==> src/rtl/fxp_divider.sv <==
// Signed fixed-point restoring divider with saturation, divide-by-zero and overflow flags.
// Optional macro FXP_DIV_ROUND_EN: one extra guard iteration, round half away from zero.
module fxp_divider #(
    parameter int WIDTH = 24,
    parameter int FBITS = 8
) (
    input  logic             CLK,
    input  logic             RST,
    input  logic             start,
    input  logic [WIDTH-1:0] a,
    input  logic [WIDTH-1:0] b,
    output logic             busy,
    output logic             done,
    output logic             valid,
    output logic             dbz,
    output logic             ovf,
    output logic [WIDTH-1:0] o_val
);
    localparam int ITER = WIDTH + FBITS;
    localparam int QW   = ITER + 1;
`ifdef FXP_DIV_ROUND_EN
    localparam int NITER = ITER + 1;
`else
    localparam int NITER = ITER;
`endif
    localparam int CW = $clog2(ITER + 2);
    localparam logic [CW-1:0]    CNT_LAST = CW'(NITER);
    localparam logic [QW-1:0]    LIM      = QW'(1) << (WIDTH - 1);
    localparam logic [WIDTH-1:0] SAT_POS  = {1'b0, {(WIDTH-1){1'b1}}};
    localparam logic [WIDTH-1:0] SAT_NEG  = {1'b1, {(WIDTH-1){1'b0}}};

    typedef enum logic [1:0] {IDLE, INIT, CALC, FINISH} state_t;

    state_t           state_q, state_d;
    logic [CW-1:0]    cnt_q, cnt_d;
    logic [WIDTH-1:0] a_q, a_d, b_q, b_d;
    logic             sign_q, sign_d;
    logic [WIDTH-1:0] rem_q, rem_d;
    logic [QW-1:0]    quo_q, quo_d;
    logic [WIDTH-1:0] o_val_q, o_val_d;
    logic             valid_q, valid_d;
    logic             dbz_q, dbz_d;
    logic             ovf_q, ovf_d;
    logic             done_q, done_d;

    logic             accept;
    logic             b_zero;
    logic [WIDTH-1:0] abs_a, abs_b;
    logic [WIDTH:0]   trial;
    logic             trial_ge;
    logic [QW-1:0]    mag;
    logic             mag_ovf;
    logic [WIDTH-1:0] res;

    // Start is blocked during the done cycle so a held request cannot restart early.
    assign accept = (state_q == IDLE) && start && !done_q;
    assign b_zero = (b == '0);

    always_ff @(posedge CLK or posedge RST) begin
        if (RST) begin
            state_q <= IDLE;
        end else begin
            state_q <= state_d;
        end
    end

    always_comb begin
        state_d = state_q;
        case (state_q)
            IDLE:    if (accept && !b_zero) state_d = INIT;
            INIT:    state_d = CALC;
            CALC:    if (cnt_q == CNT_LAST) state_d = FINISH;
            FINISH:  state_d = IDLE;
            default: state_d = IDLE;
        endcase
    end

    always_comb begin
        busy = (state_q != IDLE);
    end

    always_comb begin
        abs_a    = a_q[WIDTH-1] ? -a_q : a_q;
        abs_b    = b_q[WIDTH-1] ? -b_q : b_q;
        // Numerator sits MSB-aligned in quo_q; its top bit feeds the remainder each step.
        trial    = {rem_q, quo_q[QW-1]};
        trial_ge = (trial >= {1'b0, abs_b});
`ifdef FXP_DIV_ROUND_EN
        mag      = {1'b0, quo_q[QW-1:1]} + QW'(quo_q[0]);
`else
        mag      = {1'b0, quo_q[QW-2:0]};
`endif
        mag_ovf  = sign_q ? (mag > LIM) : (mag >= LIM);
        res      = sign_q ? -mag[WIDTH-1:0] : mag[WIDTH-1:0];

        cnt_d   = cnt_q;
        a_d     = a_q;
        b_d     = b_q;
        sign_d  = sign_q;
        rem_d   = rem_q;
        quo_d   = quo_q;
        o_val_d = o_val_q;
        valid_d = valid_q;
        dbz_d   = dbz_q;
        ovf_d   = ovf_q;
        done_d  = 1'b0;

        case (state_q)
            IDLE: begin
                if (accept) begin
                    a_d     = a;
                    b_d     = b;
                    sign_d  = a[WIDTH-1] ^ b[WIDTH-1];
                    valid_d = 1'b0;
                    dbz_d   = 1'b0;
                    ovf_d   = 1'b0;
                    if (b_zero) begin
                        dbz_d   = 1'b1;
                        done_d  = 1'b1;
                        o_val_d = a[WIDTH-1] ? SAT_NEG : SAT_POS;
                    end
                end
            end
            INIT: begin
                rem_d = '0;
                quo_d = QW'(abs_a) << (FBITS + 1);
                cnt_d = '0;
            end
            CALC: begin
                if (cnt_q != CNT_LAST) begin
                    rem_d = trial_ge ? WIDTH'(trial - {1'b0, abs_b}) : trial[WIDTH-1:0];
                    quo_d = {quo_q[QW-2:0], trial_ge};
                    cnt_d = cnt_q + CW'(1);
                end
            end
            FINISH: begin
                done_d  = 1'b1;
                ovf_d   = mag_ovf;
                valid_d = !mag_ovf;
                o_val_d = mag_ovf ? (sign_q ? SAT_NEG : SAT_POS) : res;
            end
            default: ;
        endcase
    end

    always_ff @(posedge CLK or posedge RST) begin
        if (RST) begin
            cnt_q   <= '0;
            a_q     <= '0;
            b_q     <= '0;
            sign_q  <= 1'b0;
            rem_q   <= '0;
            quo_q   <= '0;
            o_val_q <= '0;
            valid_q <= 1'b0;
            dbz_q   <= 1'b0;
            ovf_q   <= 1'b0;
            done_q  <= 1'b0;
        end else begin
            cnt_q   <= cnt_d;
            a_q     <= a_d;
            b_q     <= b_d;
            sign_q  <= sign_d;
            rem_q   <= rem_d;
            quo_q   <= quo_d;
            o_val_q <= o_val_d;
            valid_q <= valid_d;
            dbz_q   <= dbz_d;
            ovf_q   <= ovf_d;
            done_q  <= done_d;
        end
    end

    assign done  = done_q;
    assign valid = valid_q;
    assign dbz   = dbz_q;
    assign ovf   = ovf_q;
    assign o_val = o_val_q;

endmodule

==> config.mk <==
export PLATFORM = sky130hd
export DESIGN_NAME = fxp_divider
export DESIGN_NICKNAME = d
export VERILOG_FILES = /design/src/rtl/fxp_divider.sv
export SDC_FILE = /design/constraint.sdc
export NUM_CORES = 1
export LEC_CHECK = 0
export ABC_AREA = 0
export CAP_MARGIN = 40
export CORE_MARGIN = 4
export CORE_UTILIZATION = 63
export DETAILED_ROUTE_END_ITERATION = 6
export GPL_TIMING_DRIVEN = 0
export HOLD_SLACK_MARGIN = 0.03
export PLACE_DENSITY = 0.86
export SLEW_MARGIN = 0
export SYNTH_ARGS = -nofsm -noshare
export SYNTH_HDL_FRONTEND = slang
export SYNTH_SLANG_ARGS = --single-unit
==> constraint.sdc <==
create_clock -name CLK -period 16.4 [get_ports CLK]
set_input_delay 4.92 -clock CLK [delete_from_list [all_inputs] [get_ports CLK]]
set_output_delay 4.92 -clock CLK [all_outputs]
set_load 0.01 [all_outputs]
==> impl_metrics.env <==
export IMPL_status="finished, final reports clean"
export IMPL_cts_htree_levels=4
export IMPL_cts_root_buf="clkbuf_16"
export IMPL_yosys_warnings=0
export IMPL_clock_skew_ps=6.637
export IMPL_synth_compound_area_share_pct=19.14
export IMPL_dieHeight_um=126.1
export IMPL_start_util_pct=65.31
export IMPL_ys_ff_latch=142
export IMPL_slew_violations=0
export IMPL_drtIter0Drc=1078
export IMPL_cp_cell_sequence="clkdlybuf4s50_1 > nor4_1 > nand4_1 > nor3_1 > buf_2 > or2_2 > clkbuf_1 > o21ai_0 > nor2_1 > clkbuf_1 > a21oi_1"
export IMPL_async_flop_share_pct=100.0
export IMPL_final_hold_viol_count=0
export IMPL_p_int_uw=1266
export IMPL_powerDensity_mw_per_mm2=220.3
export IMPL_dieArea_mm2=0.01590
export IMPL_syn_cell_area_mm2=0.008786
export IMPL_antenna_left=0
export IMPL_synth_top_area_share_pct=40.44
export IMPL_grt_pass1_vias=7807
export IMPL_synth_main_ff_cell="dfrtp_1"
export IMPL_viasPerCell=6.604
export IMPL_end_kind="register"
export IMPL_synth_xor_area_share_pct=8.174
export IMPL_synth_simple_area_share_pct=17.42
export IMPL_fin_crit_sh_pct=49.02
export IMPL_p_clk_share_pct=18.2
export IMPL_grt_util_all_layers_pct=31.70
export IMPL_syn_inst=959
export IMPL_synth_adder_area_share_pct=4.927
export IMPL_synth_top_family_by_area="compound AO/OA/AOI/OAI gates"
export IMPL_ys_top_cells_by_count="dfrtp_1, nand2_1, o21ai_0"
export IMPL_p_sw_share_pct=45.14
export IMPL_combinationalPowerShare_pct=53.2
export IMPL_gp_congestion=0.9747
export IMPL_cp_startpoint="b[1]"
export IMPL_fillerInstances=902
export IMPL_critPathArrivalTime_ps=8330
export IMPL_yosys_area_top_type="dfrtp_1"
export IMPL_grt_remaining_overflow=0
export IMPL_die_w_um=126.1
export IMPL_finish_instance_area_mm2=0.01048
export IMPL_grt_pass1_wl_um=40720
export IMPL_tns_ps=0
export IMPL_rsz0062_at_grt="no"
export IMPL_nNetsFinal=1145
export IMPL_n_antenna_cell=0
export IMPL_max_cap_violations=0
export IMPL_yosysUniqueCellTypes=57
export IMPL_synth_fp_nets=1044
export IMPL_final_layout_size_suffix_gt1_share_pct=8.760
export IMPL_synth_edf_count=0
export IMPL_wl_um=25100
export IMPL_muxShareOfSynthArea_pct=6.594
export IMPL_syn_area_per_cell_um2=9.162
export IMPL_clock_sinks=142
export IMPL_slowest_stage="nor3_1"
export IMPL_seqPwrFrac_pct=28.5
export IMPL_p_sw_uw=1042
export IMPL_postCtsHoldBufs=0
export IMPL_critical_path_required_ps=16690
export IMPL_grt_max_degree=84
export IMPL_synthTopCellsByArea="dfrtp_1, mux2_2, xor2_1"
export IMPL_cts_resized=0
export IMPL_syn_to_final_growth_pct=19.25
export IMPL_relSlewSlack_pct=41.17
export IMPL_drt_wirelength_per_cell_um=20.09
export IMPL_dr_pass1_iters=5
export IMPL_worstSetupPathType="in2reg"
export IMPL_irDropWorstVdd_uv=140.8
export IMPL_grt_antenna_before_repair=0
export IMPL_seqCellArea_mm2=0.003553
export IMPL_ys_seq_area_share_pct=40.44
export IMPL_routed_via_count=8249
export IMPL_setup_violations=0
export IMPL_rows=42
export IMPL_drc=0
export IMPL_placement_io_buffers=79
export IMPL_worst_pin_slew_ps=876.6
export IMPL_ios=80
export IMPL_clock_fmax_mhz=124.4
export IMPL_rr_startpoint="b_q[1]"
export IMPL_hp_start="valid"
export IMPL_placed_area_mm2=0.009838
export IMPL_path_max_fanout=10
export IMPL_clk_path_buf_depth=2
export IMPL_cts_made_buffers=17
export IMPL_dp_hpwl_um=17500
export IMPL_tritoncts="yes"
export IMPL_core_area_mm2=0.01345
export IMPL_multiInputGateArea_mm2=0.004942
export IMPL_yosysMostFrequentCell="dfrtp_1"
export IMPL_cellLeakagePower_uw=0.004417
export IMPL_slowest_delay_ps=510
export IMPL_path_clk_slew_ps=60
export IMPL_cpMostUsedCell="clkbuf_1"
export IMPL_clk_latency_ps=430
export IMPL_min_path_type="reg2reg"
export IMPL_period_minus_slack_ps=8040
export IMPL_startpoint_type="primary input"
export IMPL_post_cts_buffers=0
## flip-flops by register name, summed over array words and instances (netlist names), 2 cells and up
| name | flops |
|---|---|
| b_q | 24 |
| state_q | 2 |
| rem_q | 24 |
| o_val | 24 |
| quo_q | 33 |
| cnt_q | 6 |
| a_q | 24 |
## cells in the final DEF, fill, tap and decap left out, drive strengths merged, types with 4 or more instances in the layout
cell type | synthesis | final
or3 | 10 | 10
inv | 24 | 26
and2 | 4 | 4
a22o | 4 | 4
or4 | 14 | 14
nor3 | 16 | 16
o41ai | 9 | 9
a31oi | 7 | 7
nor2b | 5 | 5
buf | 7 | 10
nand3b | 5 | 5
bufinv | 0 | 4
or2 | 5 | 5
nand2b | 6 | 6
o31ai | 18 | 18
a221o | 7 | 7
clkdlybuf4s50 | 0 | 79
o21ai | 80 | 80
a22oi | 8 | 8
a21oi | 56 | 56
nor2 | 55 | 55
nand3 | 28 | 28
mux2 | 47 | 47
mux2i | 5 | 5
a211oi | 4 | 4
dfrtp | 142 | 142
a21o | 12 | 12
clkbuf | 45 | 65
clkinv | 1 | 7
xor2 | 52 | 52
nand2 | 112 | 112
o311ai | 9 | 9
o31a | 4 | 4
and3 | 4 | 4
o211ai | 21 | 21
ha | 33 | 33
nor4 | 12 | 12
nand4 | 30 | 30
xnor2 | 30 | 30
## worst max-delay path, delay by kind of cell
| kind | cells | cell delay, ps |
|---|---|---|
| simple gates | 5 | 1680 |
| buf+inv | 4 | 1380 |
| compound gates | 2 | 330 |
## logic make-up (layout without fill, tap and decap cells)
group / count (synthesis) / after routing
AOI/OAI and AO/OA: 260 / 260
xor gates and xnor gates: 82 / 82
adders and majority gates: 34 / 34
buffers and inverters: 77 / 191
DFF: 142 / 142
muxes: 52 / 52
and+or+nand+nor: 312 / 312
## final cells by class
| cell class | count | share of cell area, % |
|---|---|---|
| Clock inverter | 12 | 1.743 |
| Sequential cell | 142 | 33.91 |
| Inverter | 25 | 0.9434 |
| Tap cell | 176 | 2.102 |
| Clock buffer | 20 | 4.359 |
| Timing Repair Buffer | 82 | 7.894 |
| Buffer | 52 | 1.875 |
| Multi-Input combinational cell | 740 | 47.17 |
## through the flow
stage                     hold slack [ps]  worst slack (ps)  power, uW  utilization (%)  instances
after CTS                           502.5              8364       2275            77.88       1249
after floorplan                     459.1              7670       1472                -        959
after global routing                528.3              8189       2450            77.88       1249
after global placement              482.9              5853       1788            72.82       1214
after detailed placement            489.5              8092       1832            73.13       1217
final                               502.7              8360       2308            77.88       1249
## power by group through the flow
stage	logic (uW)	clock network, uW	registers, uW
global route	1340	434	674
floorplan	854	0	618
CTS	1210	419	650
global placement	1150	0	638
finish	1230	421	658
detailed placement	1180	0	649
## layer usage
metal / GRT usage (%) / share of wire, % / vias up
met3: 6.605 / 9.9 / 61
met2: 48.76 / 46 / 498
met4: 11.29 / 2.2 / 0
met5: 0 / 0 / -
li1: - / - / 3740
met1: 44.83 / 42 / 3950
## path summary, 6_finish.rpt
| kind | depth (start not counted) | slack, ps | endpoint |
|---|---|---|---|
| setup / recovery | 11 | 8360 | o_val[1] |
| hold / removal | 1 | 500 | valid |
| setup reg to reg | 15 | 10850 | rem_q[4] |
| hold reg to reg | 1 | 500 | valid |
| max in group asynchronous | 3 | 10680 | rem_q[10] |
| min in group asynchronous | 2 | 4930 | a_q[4] |
Note: power is estimated with default switching activity, not from simulation.
